### config.mk
export PLATFORM = sky130hd
export DESIGN_NAME = vga_timing_gen
export DESIGN_NICKNAME = d
export VERILOG_FILES = /design/src/rtl/vga_timing_pkg.sv /design/src/rtl/vga_axis_counter.sv /design/src/rtl/vga_timing_gen.sv
export SDC_FILE = /design/constraint.sdc
export NUM_CORES = 1
export LEC_CHECK = 0
export CELL_PAD_IN_SITES_DETAIL_PLACEMENT = 1
export CELL_PAD_IN_SITES_GLOBAL_PLACEMENT = 2
export CORE_ASPECT_RATIO = 1.1
export CORE_UTILIZATION = 36
export CTS_CLUSTER_DIAMETER = 30
export CTS_CLUSTER_SIZE = 10
export DETAILED_ROUTE_END_ITERATION = 10
export PLACE_DENSITY = 0.82
export SLEW_MARGIN = 15
export SYNTH_ARGS = -nofsm -noshare
export SYNTH_HDL_FRONTEND = slang
export SYNTH_SLANG_ARGS = --single-unit
### constraint.sdc
create_clock -name clk_40ns -period 3.1 [get_ports clk_40ns]
set_input_delay 0.31 -clock clk_40ns [delete_from_list [all_inputs] [get_ports clk_40ns]]
set_output_delay 0.31 -clock clk_40ns [all_outputs]
set_load 0.005 [all_outputs]
### src/rtl/vga_timing_pkg.sv
// Shared 640x480@60 timing defaults and geometry helpers for the VGA raster generator.
package vga_timing_pkg;

  localparam int   DEF_H_SYNC   = 96;
  localparam int   DEF_H_BP     = 48;
  localparam int   DEF_H_ACTIVE = 640;
  localparam int   DEF_H_FP     = 16;
  localparam int   DEF_V_SYNC   = 2;
  localparam int   DEF_V_BP     = 29;
  localparam int   DEF_V_ACTIVE = 480;
  localparam int   DEF_V_FP     = 10;
  localparam logic DEF_HS_POL   = 1'b0;
  localparam logic DEF_VS_POL   = 1'b0;

  function automatic int axis_total(input int sync, input int bp, input int active,
                                    input int fp);
    return sync + bp + active + fp;
  endfunction

  // True when every segment is non-empty and the last count fits in cw bits.
  function automatic bit axis_fits(input int sync, input int bp, input int active,
                                   input int fp, input int cw);
    longint last;
    last = longint'(axis_total(sync, bp, active, fp)) - 1;
    return (sync >= 1) && (bp >= 1) && (active >= 1) && (fp >= 1) &&
           (cw >= 1) && (cw < 32) && (last < (longint'(1) << cw));
  endfunction

endpackage

### src/rtl/vga_axis_counter.sv
// One raster axis: free-running position counter with sync/active region decode.
module vga_axis_counter
  import vga_timing_pkg::*;
#(
  parameter int SYNC   = DEF_H_SYNC,
  parameter int BP     = DEF_H_BP,
  parameter int ACTIVE = DEF_H_ACTIVE,
  parameter int FP     = DEF_H_FP,
  parameter int CW     = 10
) (
  input  logic          clk_40ns,
  input  logic          rst,
  input  logic          step,
  output logic [CW-1:0] cnt,
  output logic          wrap,
  output logic          in_sync,
  output logic          in_active,
  output logic [CW-1:0] pos
);

  localparam logic [CW-1:0] LAST      = CW'(axis_total(SYNC, BP, ACTIVE, FP) - 1);
  localparam logic [CW-1:0] SYNC_END  = CW'(SYNC);
  localparam logic [CW-1:0] ACT_START = CW'(SYNC + BP);
  localparam logic [CW-1:0] ACT_END   = CW'(SYNC + BP + ACTIVE);

  always_ff @(posedge clk_40ns or posedge rst) begin
    if (rst) begin
      cnt <= '0;
    end else if (step) begin
      cnt <= wrap ? '0 : cnt + CW'(1);
    end
  end

  assign wrap      = (cnt == LAST);
  assign in_sync   = (cnt < SYNC_END);
  assign in_active = (cnt >= ACT_START) && (cnt < ACT_END);
  assign pos       = in_active ? (cnt - ACT_START) : '0;

endmodule

### src/rtl/vga_timing_gen.sv
// Parametrised VGA raster timing generator with registered, skew-free outputs.
// Optional frame counter enabled by defining VGA_TIMING_FRAME_CNT_EN.
module vga_timing_gen
  import vga_timing_pkg::*;
#(
  parameter int   H_SYNC   = DEF_H_SYNC,
  parameter int   H_BP     = DEF_H_BP,
  parameter int   H_ACTIVE = DEF_H_ACTIVE,
  parameter int   H_FP     = DEF_H_FP,
  parameter int   V_SYNC   = DEF_V_SYNC,
  parameter int   V_BP     = DEF_V_BP,
  parameter int   V_ACTIVE = DEF_V_ACTIVE,
  parameter int   V_FP     = DEF_V_FP,
  parameter logic HS_POL   = DEF_HS_POL,
  parameter logic VS_POL   = DEF_VS_POL,
  parameter int   CW       = 10,
  parameter int   FCW      = 16
) (
  input  logic           clk_40ns,
  input  logic           rst,
  input  logic           ce,
  output logic           hsync,
  output logic           vsync,
  output logic           de,
  output logic [CW-1:0]  x,
  output logic [CW-1:0]  y,
  output logic           line_start,
  output logic           frame_start,
  output logic [FCW-1:0] frame_cnt
);

  if (!axis_fits(H_SYNC, H_BP, H_ACTIVE, H_FP, CW)) begin : g_bad_h_geometry
    $error("vga_timing_gen: horizontal timing must be >=1 per segment and H_TOTAL-1 must fit in CW bits");
  end
  if (!axis_fits(V_SYNC, V_BP, V_ACTIVE, V_FP, CW)) begin : g_bad_v_geometry
    $error("vga_timing_gen: vertical timing must be >=1 per segment and V_TOTAL-1 must fit in CW bits");
  end
  if (FCW < 1) begin : g_bad_fcw
    $error("vga_timing_gen: FCW must be at least 1");
  end

  // Stage p0: counter position currently being presented
  logic [CW-1:0] h_cnt_p0, v_cnt_p0, h_pos_p0, v_pos_p0;
  logic          h_wrap_p0, h_sync_p0, v_sync_p0, h_act_p0, v_act_p0;
  logic          v_wrap_unused;
  logic          at_line_p0, at_frame_p0;

  vga_axis_counter #(
    .SYNC(H_SYNC), .BP(H_BP), .ACTIVE(H_ACTIVE), .FP(H_FP), .CW(CW)
  ) u_h_axis (
    .clk_40ns  (clk_40ns),
    .rst       (rst),
    .step      (ce),
    .cnt       (h_cnt_p0),
    .wrap      (h_wrap_p0),
    .in_sync   (h_sync_p0),
    .in_active (h_act_p0),
    .pos       (h_pos_p0)
  );

  vga_axis_counter #(
    .SYNC(V_SYNC), .BP(V_BP), .ACTIVE(V_ACTIVE), .FP(V_FP), .CW(CW)
  ) u_v_axis (
    .clk_40ns  (clk_40ns),
    .rst       (rst),
    .step      (ce & h_wrap_p0),
    .cnt       (v_cnt_p0),
    .wrap      (v_wrap_unused),
    .in_sync   (v_sync_p0),
    .in_active (v_act_p0),
    .pos       (v_pos_p0)
  );

  assign at_line_p0  = (h_cnt_p0 == '0);
  assign at_frame_p0 = at_line_p0 && (v_cnt_p0 == '0);

  // Stage p1: registered outputs, all from the same p0 sample
  logic          hsync_p1, vsync_p1, de_p1, line_start_p1, frame_start_p1;
  logic [CW-1:0] x_p1, y_p1;

  always_ff @(posedge clk_40ns or posedge rst) begin
    if (rst) begin
      hsync_p1       <= ~HS_POL;
      vsync_p1       <= ~VS_POL;
      de_p1          <= 1'b0;
      x_p1           <= '0;
      y_p1           <= '0;
      line_start_p1  <= 1'b0;
      frame_start_p1 <= 1'b0;
    end else begin
      // Strobes drop on the following clock whether or not ce is high.
      line_start_p1  <= ce && at_line_p0;
      frame_start_p1 <= ce && at_frame_p0;
      if (ce) begin
        hsync_p1 <= h_sync_p0 ? HS_POL : ~HS_POL;
        vsync_p1 <= v_sync_p0 ? VS_POL : ~VS_POL;
        de_p1    <= h_act_p0 && v_act_p0;
        x_p1     <= (h_act_p0 && v_act_p0) ? h_pos_p0 : '0;
        y_p1     <= (h_act_p0 && v_act_p0) ? v_pos_p0 : '0;
      end
    end
  end

  assign hsync       = hsync_p1;
  assign vsync       = vsync_p1;
  assign de          = de_p1;
  assign x           = x_p1;
  assign y           = y_p1;
  assign line_start  = line_start_p1;
  assign frame_start = frame_start_p1;

`ifdef VGA_TIMING_FRAME_CNT_EN
  logic [FCW-1:0] frame_cnt_p1;
  logic           frame_seen;

  // The first frame_start after reset opens a frame rather than completing one.
  always_ff @(posedge clk_40ns or posedge rst) begin
    if (rst) begin
      frame_cnt_p1 <= '0;
      frame_seen   <= 1'b0;
    end else if (ce && at_frame_p0) begin
      frame_seen <= 1'b1;
      if (frame_seen) begin
        frame_cnt_p1 <= frame_cnt_p1 + FCW'(1);
      end
    end
  end

  assign frame_cnt = frame_cnt_p1;
`else
  assign frame_cnt = '0;
`endif

endmodule

==> flow_metrics.env, run 1 <==
export IMPL_p_leak_nw=1.29
export IMPL_post_synth_top_area_cell="dfrtp_1"
export IMPL_syn_avg_cell_area_um2=10.4
export IMPL_hold_buffers=0
export IMPL_portBuffers=27
export IMPL_initialDrtViolationCount=126
export IMPL_p_clk_frac=0.220
export IMPL_die_area_um2=7590
export IMPL_ios=44
export IMPL_synth_top_family_by_area="compound AO/OA/AOI/OAI gates"
export IMPL_fill_cells=791
export IMPL_rsz0062_at_grt="false"
export IMPL_area_growth_pct=13.5
export IMPL_p_comb_frac=0.301
export IMPL_grt_total_usage=0.156
export IMPL_grt_max_degree=26
export IMPL_final_antenna_net_count=0
export IMPL_ctsResizeCount=0
export IMPL_antenna_found_initial=0
export IMPL_final_nets=284
export IMPL_min_period_ns=2.54
export IMPL_drt_pass1_iter_count=4
export IMPL_cts_tree="done"
export IMPL_synthFlopType="dfrtp_1"
export IMPL_cts_sinks=45
export IMPL_switchingPower_mw=0.532
export IMPL_swShare=0.325
export IMPL_finalSetupViolCount=0
export IMPL_startpoint_type="flop"
export IMPL_h_tree_depth=2
export IMPL_yosysTopAreaCellShare=0.413
export IMPL_drt_wl_total_um=5510
export IMPL_syn_inst=250
export IMPL_muxShareOfSynthArea=0.0115
export IMPL_skew_ns=0.00803
export IMPL_crit_arrival_ns=2.71
export IMPL_clk_latency_ns=0.30
export IMPL_die_y_um=91.3
export IMPL_worst_pin_slew_ns=1.15
export IMPL_ys_ff_latch=45
export IMPL_pwr_share_seq=0.479
export IMPL_fin_crit_sh=0.819
export IMPL_seq_area_um2=1130
export IMPL_yosys_warnings=0
export IMPL_async_flop_share=1.00
export IMPL_final_cells=359
export IMPL_synth_compound_area_frac=0.189
export IMPL_top_usage_layer="met2"
export IMPL_synthXorXnorAreaFrac=0.0672
export IMPL_crit_type="flop to flop"
export IMPL_endpoint_kind="flop"
export IMPL_p_int_mw=1.10
export IMPL_critPathMaxFanout=12
export IMPL_clk_pin_slew_ns=0.09
export IMPL_drc=0
export IMPL_rows=32
export IMPL_hpwl_um=3990
export IMPL_antenna_cells=0
export IMPL_initial_core_util=0.372
export IMPL_use_met2=0.263
export IMPL_postCtsSetupRepairBufs=0
export IMPL_gp_congestion=0.753
export IMPL_num_vias=1835
export IMPL_ys_seq_area_frac=0.433
export IMPL_drv_cap=0
export IMPL_max_slew_margin=0.232
export IMPL_finalSetupTns_ns=0
export IMPL_max_freq_mhz=394
export IMPL_core_um2=7010
export IMPL_post_drt_wl_per_cell_um=15.3
export IMPL_syn_area_um2=2610
export IMPL_p_per_area_nw_per_um2=552
export IMPL_layout_drive_gt1_share=0.150
export IMPL_die_w_um=83.1
export IMPL_vias_per_cell=5.11
export IMPL_gr_total_overflow=0
export IMPL_final_max_slew_viol_count=0
export IMPL_yosys_top_cells_area="dfrtp_1 41%, o32ai_2 12%, xnor2_1 5.4%, inv_1 4.9%, buf_4 4.6%"
export IMPL_multi_input_area_um2=1200
export IMPL_vdd_drop_max_mv=0.310
export IMPL_hold_path_class="input port to asynchronous set/reset pin"
export IMPL_root_buffer="clkbuf_8"
export IMPL_dp_cells=351
export IMPL_status="completed"
export IMPL_synth_adder_area_share=0.0384
export IMPL_grt_pass1_wl_um=9490
export IMPL_grt_pass1_vias=1882
export IMPL_cts_buffers=5
export IMPL_cts_buffer_depth=2
export IMPL_grt_util_met3=0.0191
export IMPL_critical_path_required_ns=3.27
export IMPL_synthSimpleGateAreaFrac=0.130
export IMPL_hold_viol_final=0
export IMPL_synth_edff_count=0
export IMPL_synth_cell_types=45
export IMPL_grtUsageMet1=0.206
-- cells in the final DEF, fill, tap and decap left out, types with 2 or more instances in the layout --
cell type,netlist,final
clkdlybuf4s50_1,0,27
nand2b_1,2,2
clkinv_2,0,2
a31oi_1,5,5
o21ai_1,3,3
a21oi_1,5,5
conb_1,1,16
or3_1,2,2
xnor2_1,16,16
nand2_1,13,13
ha_1,8,8
nand4_1,5,5
dfstp_2,2,2
o21ai_0,2,2
nor3_2,1,2
clkbuf_8,0,5
nand3_1,7,7
inv_1,34,33
a211o_1,2,2
dfrtp_1,43,43
xor2_1,4,4
nor2_1,15,15
nor4_1,2,2
mux2i_1,3,3
o32ai_2,19,19
and4_1,4,4
buf_4,16,6
nor3_1,3,2
or3b_1,2,2
-- metal layers --
layer  up-vias  routed length, um
li1        867                  -
met1       919               2630
met2        41               2610
met3         8                179
met4         0                 87
met5         -                  0
-- synthesized netlist by cell type, types with 4 or more instances --
| library cell | number |
|---|---|
| a21oi_1 | 5 |
| a31oi_1 | 5 |
| and4_1 | 4 |
| buf_2 | 8 |
| buf_4 | 16 |
| clkbuf_1 | 4 |
| dfrtp_1 | 43 |
| ha_1 | 8 |
| inv_1 | 34 |
| nand2_1 | 13 |
| nand3_1 | 7 |
| nand4_1 | 5 |
| nor2_1 | 15 |
| o32ai_2 | 19 |
| xnor2_1 | 16 |
| xor2_1 | 4 |
-- per-stage QoR --
step	hold WS, ns	util	instance area [um^2]	setup slack (ns)	power [mW]
2_1_floorplan	0.470	-	2660	1.17	1.12
3_5_place_dp	0.480	0.411	2880	0.576	1.30
5_1_grt	0.413	0.423	2960	0.351	1.75
6_report	0.349	0.423	2960	0.560	1.64
4_1_cts	0.368	0.423	2960	0.535	1.66
3_3_place_gp	0.477	0.411	2880	0.629	1.28
-- state kept, by name, summed over array words and instances, names as in the netlist --
name,cells
de,1
x,10
hsync,1
vsync,1
line_start,1
y,10
u_v_axis.cnt,10
u_h_axis.cnt,10
frame_start,1
-- path summary, 6_finish.rpt --
kind | endpoint | from | cells past startpoint | slack (ns)
min in group clk_40ns | y[9] | y[9] | 2 | 0.50
max reg2reg | x[0] | u_v_axis.cnt[0] | 6 | 0.56
min reg2reg | y[9] | y[9] | 2 | 0.50
min | u_h_axis.cnt[3] | rst | 2 | 0.35
max | x[0] | u_v_axis.cnt[0] | 6 | 0.56
max in group asynchronous | vsync | rst | 3 | 1.95
-- cell type report --
class,instances,area share
Multi-Input combinational cell,154,0.405
Timing Repair Buffer,33,0.107
Clock buffer,6,0.0245
Tap cell,85,0.0359
Inverter,34,0.0431
Sequential cell,45,0.381
Clock inverter,2,0.00338
-- cell families after synthesis --
family	count (synthesis)
AND/OR/NAND/NOR	62
XOR/XNOR	20
adder cells (fa/ha/maj)	8
AO/OA/AOI/OAI	45
flip-flops	45
buffers and inverters	66
multiplexers	3
other	1
-- critical path, cell delays in order (launching register included) --
cell and delay, ns:
dfrtp_1 0.46, ha_1 0.30, nand3_1 0.17, o21ai_1 0.12, nor3_2 0.88, buf_4 0.37, o32ai_2 0.11
-- power by group through the flow --
stage,logic (mW),registers [mW],clock network (mW)
CTS,0.503,0.786,0.371
finish,0.492,0.783,0.360
global placement,0.485,0.791,0
detailed placement,0.501,0.794,0
floorplan,0.354,0.767,0
global route,0.555,0.804,0.390
Power figures use the tool's default switching activity.
==> run 2, diff against run 1 <==
--- a/config.mk
+++ b/config.mk
@@ -8,11 +8,11 @@
 export CELL_PAD_IN_SITES_DETAIL_PLACEMENT = 1
 export CELL_PAD_IN_SITES_GLOBAL_PLACEMENT = 2
 export CORE_ASPECT_RATIO = 1.1
-export CORE_UTILIZATION = 36
+export CORE_UTILIZATION = 34
 export CTS_CLUSTER_DIAMETER = 30
 export CTS_CLUSTER_SIZE = 10
 export DETAILED_ROUTE_END_ITERATION = 10
-export PLACE_DENSITY = 0.82
+export PLACE_DENSITY = 0.78
 export SLEW_MARGIN = 15
 export SYNTH_ARGS = -nofsm -noshare
 export SYNTH_HDL_FRONTEND = slang
==> constraint.sdc (replaced) <==
create_clock -name clk_40ns -period 2.65 [get_ports clk_40ns]
set_input_delay 0.265 -clock clk_40ns [delete_from_list [all_inputs] [get_ports clk_40ns]]
set_output_delay 0.265 -clock clk_40ns [all_outputs]
set_load 0.005 [all_outputs]
==> run 2 against run 1 <==
  * Clock power is 20% higher
  * Worst setup slack worse by 0.18 ns
  * Largest power group unchanged
  * Cell count up 1.4%
  * Via count is 1.5% higher
  * Maximum frequency increased by 12%
  * Combinational power increased by 18%
  * Critical path depth grew 1
==> flow_metrics.env, run 2 (synthesis gave the netlist of run 1 again) <==
export IMPL_status="completed"
export IMPL_cts_buffer_depth=2
export IMPL_cts_tree="done"
export IMPL_die_area_um2=8020
export IMPL_final_antenna_net_count=0
export IMPL_die_y_um=93.9
export IMPL_worst_pin_slew_ns=0.596
export IMPL_skew_ns=0.00733
export IMPL_grt_pass1_wl_um=9950
export IMPL_layout_drive_gt1_share=0.155
export IMPL_gp_congestion=0.757
export IMPL_endpoint_kind="flop"
export IMPL_drv_cap=0
export IMPL_initial_core_util=0.351
export IMPL_rows=33
export IMPL_root_buffer="clkbuf_8"
export IMPL_finalSetupViolCount=0
export IMPL_final_common_cell="dfrtp_1"
export IMPL_grt_util_met3=0.0290
export IMPL_finalSetupTns_ns=0
export IMPL_cts_buffers=5
export IMPL_final_nets=287
export IMPL_use_met2=0.261
export IMPL_ctsResizeCount=0
export IMPL_clk_pin_slew_ns=0.09
export IMPL_final_core_util=0.402
export IMPL_hold_viol_final=0
export IMPL_antenna_found_initial=0
export IMPL_startpoint="u_h_axis.cnt[4]"
export IMPL_drt_wl_total_um=5750
export IMPL_hold_buffers=0
export IMPL_portBuffers=27
export IMPL_critPathMaxFanout=10
export IMPL_hold_path_class="input port to asynchronous set/reset pin"
export IMPL_crit_type="flop to flop"
export IMPL_top_usage_layer="met2"
export IMPL_fill_cells=851
export IMPL_drt_pass1_iter_count=4
export IMPL_core_um2=7430
export IMPL_final_max_slew_viol_count=0
export IMPL_gr_total_overflow=0
export IMPL_reg2reg_depth=7
export IMPL_max_freq_mhz=441
export IMPL_crit_arrival_ns=2.48
export IMPL_rsz0062_at_grt="false"
export IMPL_die_w_um=85.5
export IMPL_h_tree_depth=2
export IMPL_layout_common_cells="43 x dfrtp_1, 33 x inv_1, 27 x clkdlybuf4s50_1"
export IMPL_cp_slowest_cell="dfrtp_1"
export IMPL_vias_per_cell=5.12
export IMPL_area_growth_pct=14.5
export IMPL_num_vias=1863
export IMPL_hpwl_um=4100
export IMPL_ios=44
export IMPL_clk_latency_ns=0.30
export IMPL_grtUsageMet1=0.212
export IMPL_initialDrtViolationCount=52
export IMPL_p_leak_nw=1.30
export IMPL_cp_cell_sequence="inv_1, ha_1, or3b_1, a211oi_2, o211ai_2, buf_4, o32ai_2"
export IMPL_r2r_end="y[7]"
export IMPL_grt_total_usage=0.158
export IMPL_crit_end="y[7]"
export IMPL_grt_max_degree=46
export IMPL_cpPeakStageDelay_ns=0.48
export IMPL_fin_crit_sh=0.856
export IMPL_post_drt_wl_per_cell_um=15.8
export IMPL_p_per_area_nw_per_um2=645
export IMPL_critical_path_required_ns=2.86
export IMPL_cts_sinks=45
export IMPL_total_power_mw=1.93
export IMPL_max_slew_margin=0.603
export IMPL_min_period_ns=2.27
export IMPL_drc=0
export IMPL_startpoint_type="flop"
export IMPL_rrSetupSlack_ns=0.38
export IMPL_antenna_cells=0
export IMPL_postCtsSetupRepairBufs=0
export IMPL_grt_pass1_vias=1980
export IMPL_r2r_start="u_h_axis.cnt[4]"
export IMPL_vdd_drop_max_mv=0.217
==> run 2: cell types whose count changed in the layout (fill, tap and decap cells not counted) <==
cell / delta
clkinvlp_4: +1
buf_4: +3
clkbuf_1: +1
clkinv_2: -2
==> run 2: critical path: cells and delay by family, from the launching register on <==
family	cells	cell delay (ns)
buffers and inverters	2	0.39
AND/OR/NAND/NOR	1	0.38
flip-flops	1	0.48
AO/OA/AOI/OAI	3	0.74
adder cells (fa/ha/maj)	1	0.20
==> run 2: per-stage QoR <==
step	hold WS (ns)	setup slack, ns	instance area [um^2]	cells
floorplan	0.451	0.723	2660	265
global placement	0.478	0.455	2900	356
detailed placement	0.482	0.380	2900	356
CTS	0.440	0.366	2990	364
global route	0.479	0.167	2990	364
finish	0.407	0.382	2990	364
==> run 2: layout make-up <==
cell class	count	area, um^2	share of cell area
clock buffers	7	76.3	0.0256
clock inverters	1	7.51	0.00251
inverters	34	128	0.0427
multi-input cells	154	1200	0.402
flip-flops and latches	45	1130	0.378
well taps	87	109	0.0364
repair buffers	36	338	0.113
==> run 2: worst min-delay path by stage <==
stage / endpoint / slack [ns] / depth (start not counted)
2_1_floorplan: y[9] / 0.45 / 3
3_3_place_gp: hsync / 0.48 / 2
3_5_place_dp: hsync / 0.48 / 2
4_1_cts: x[1] / 0.44 / 3
5_1_grt: x[2] / 0.48 / 3
6_report: x[2] / 0.41 / 3
==> run 2: per-layer routing <==
layer,up-vias,part of all wire,wire (um)
met2,29,0.49,2820
met4,0,0.014,78
met1,952,0.47,2710
met3,6,0.024,139
met5,-,0,0
li1,876,-,-
==> run 2: power by group <==
part | internal [mW] | leakage (nW) | switching, mW
combinational | 0.311 | 0.720 | 0.271
sequential | 0.798 | 0.542 | 0.113
clock | 0.187 | 0.0385 | 0.246
total | 1.30 | 1.30 | 0.630
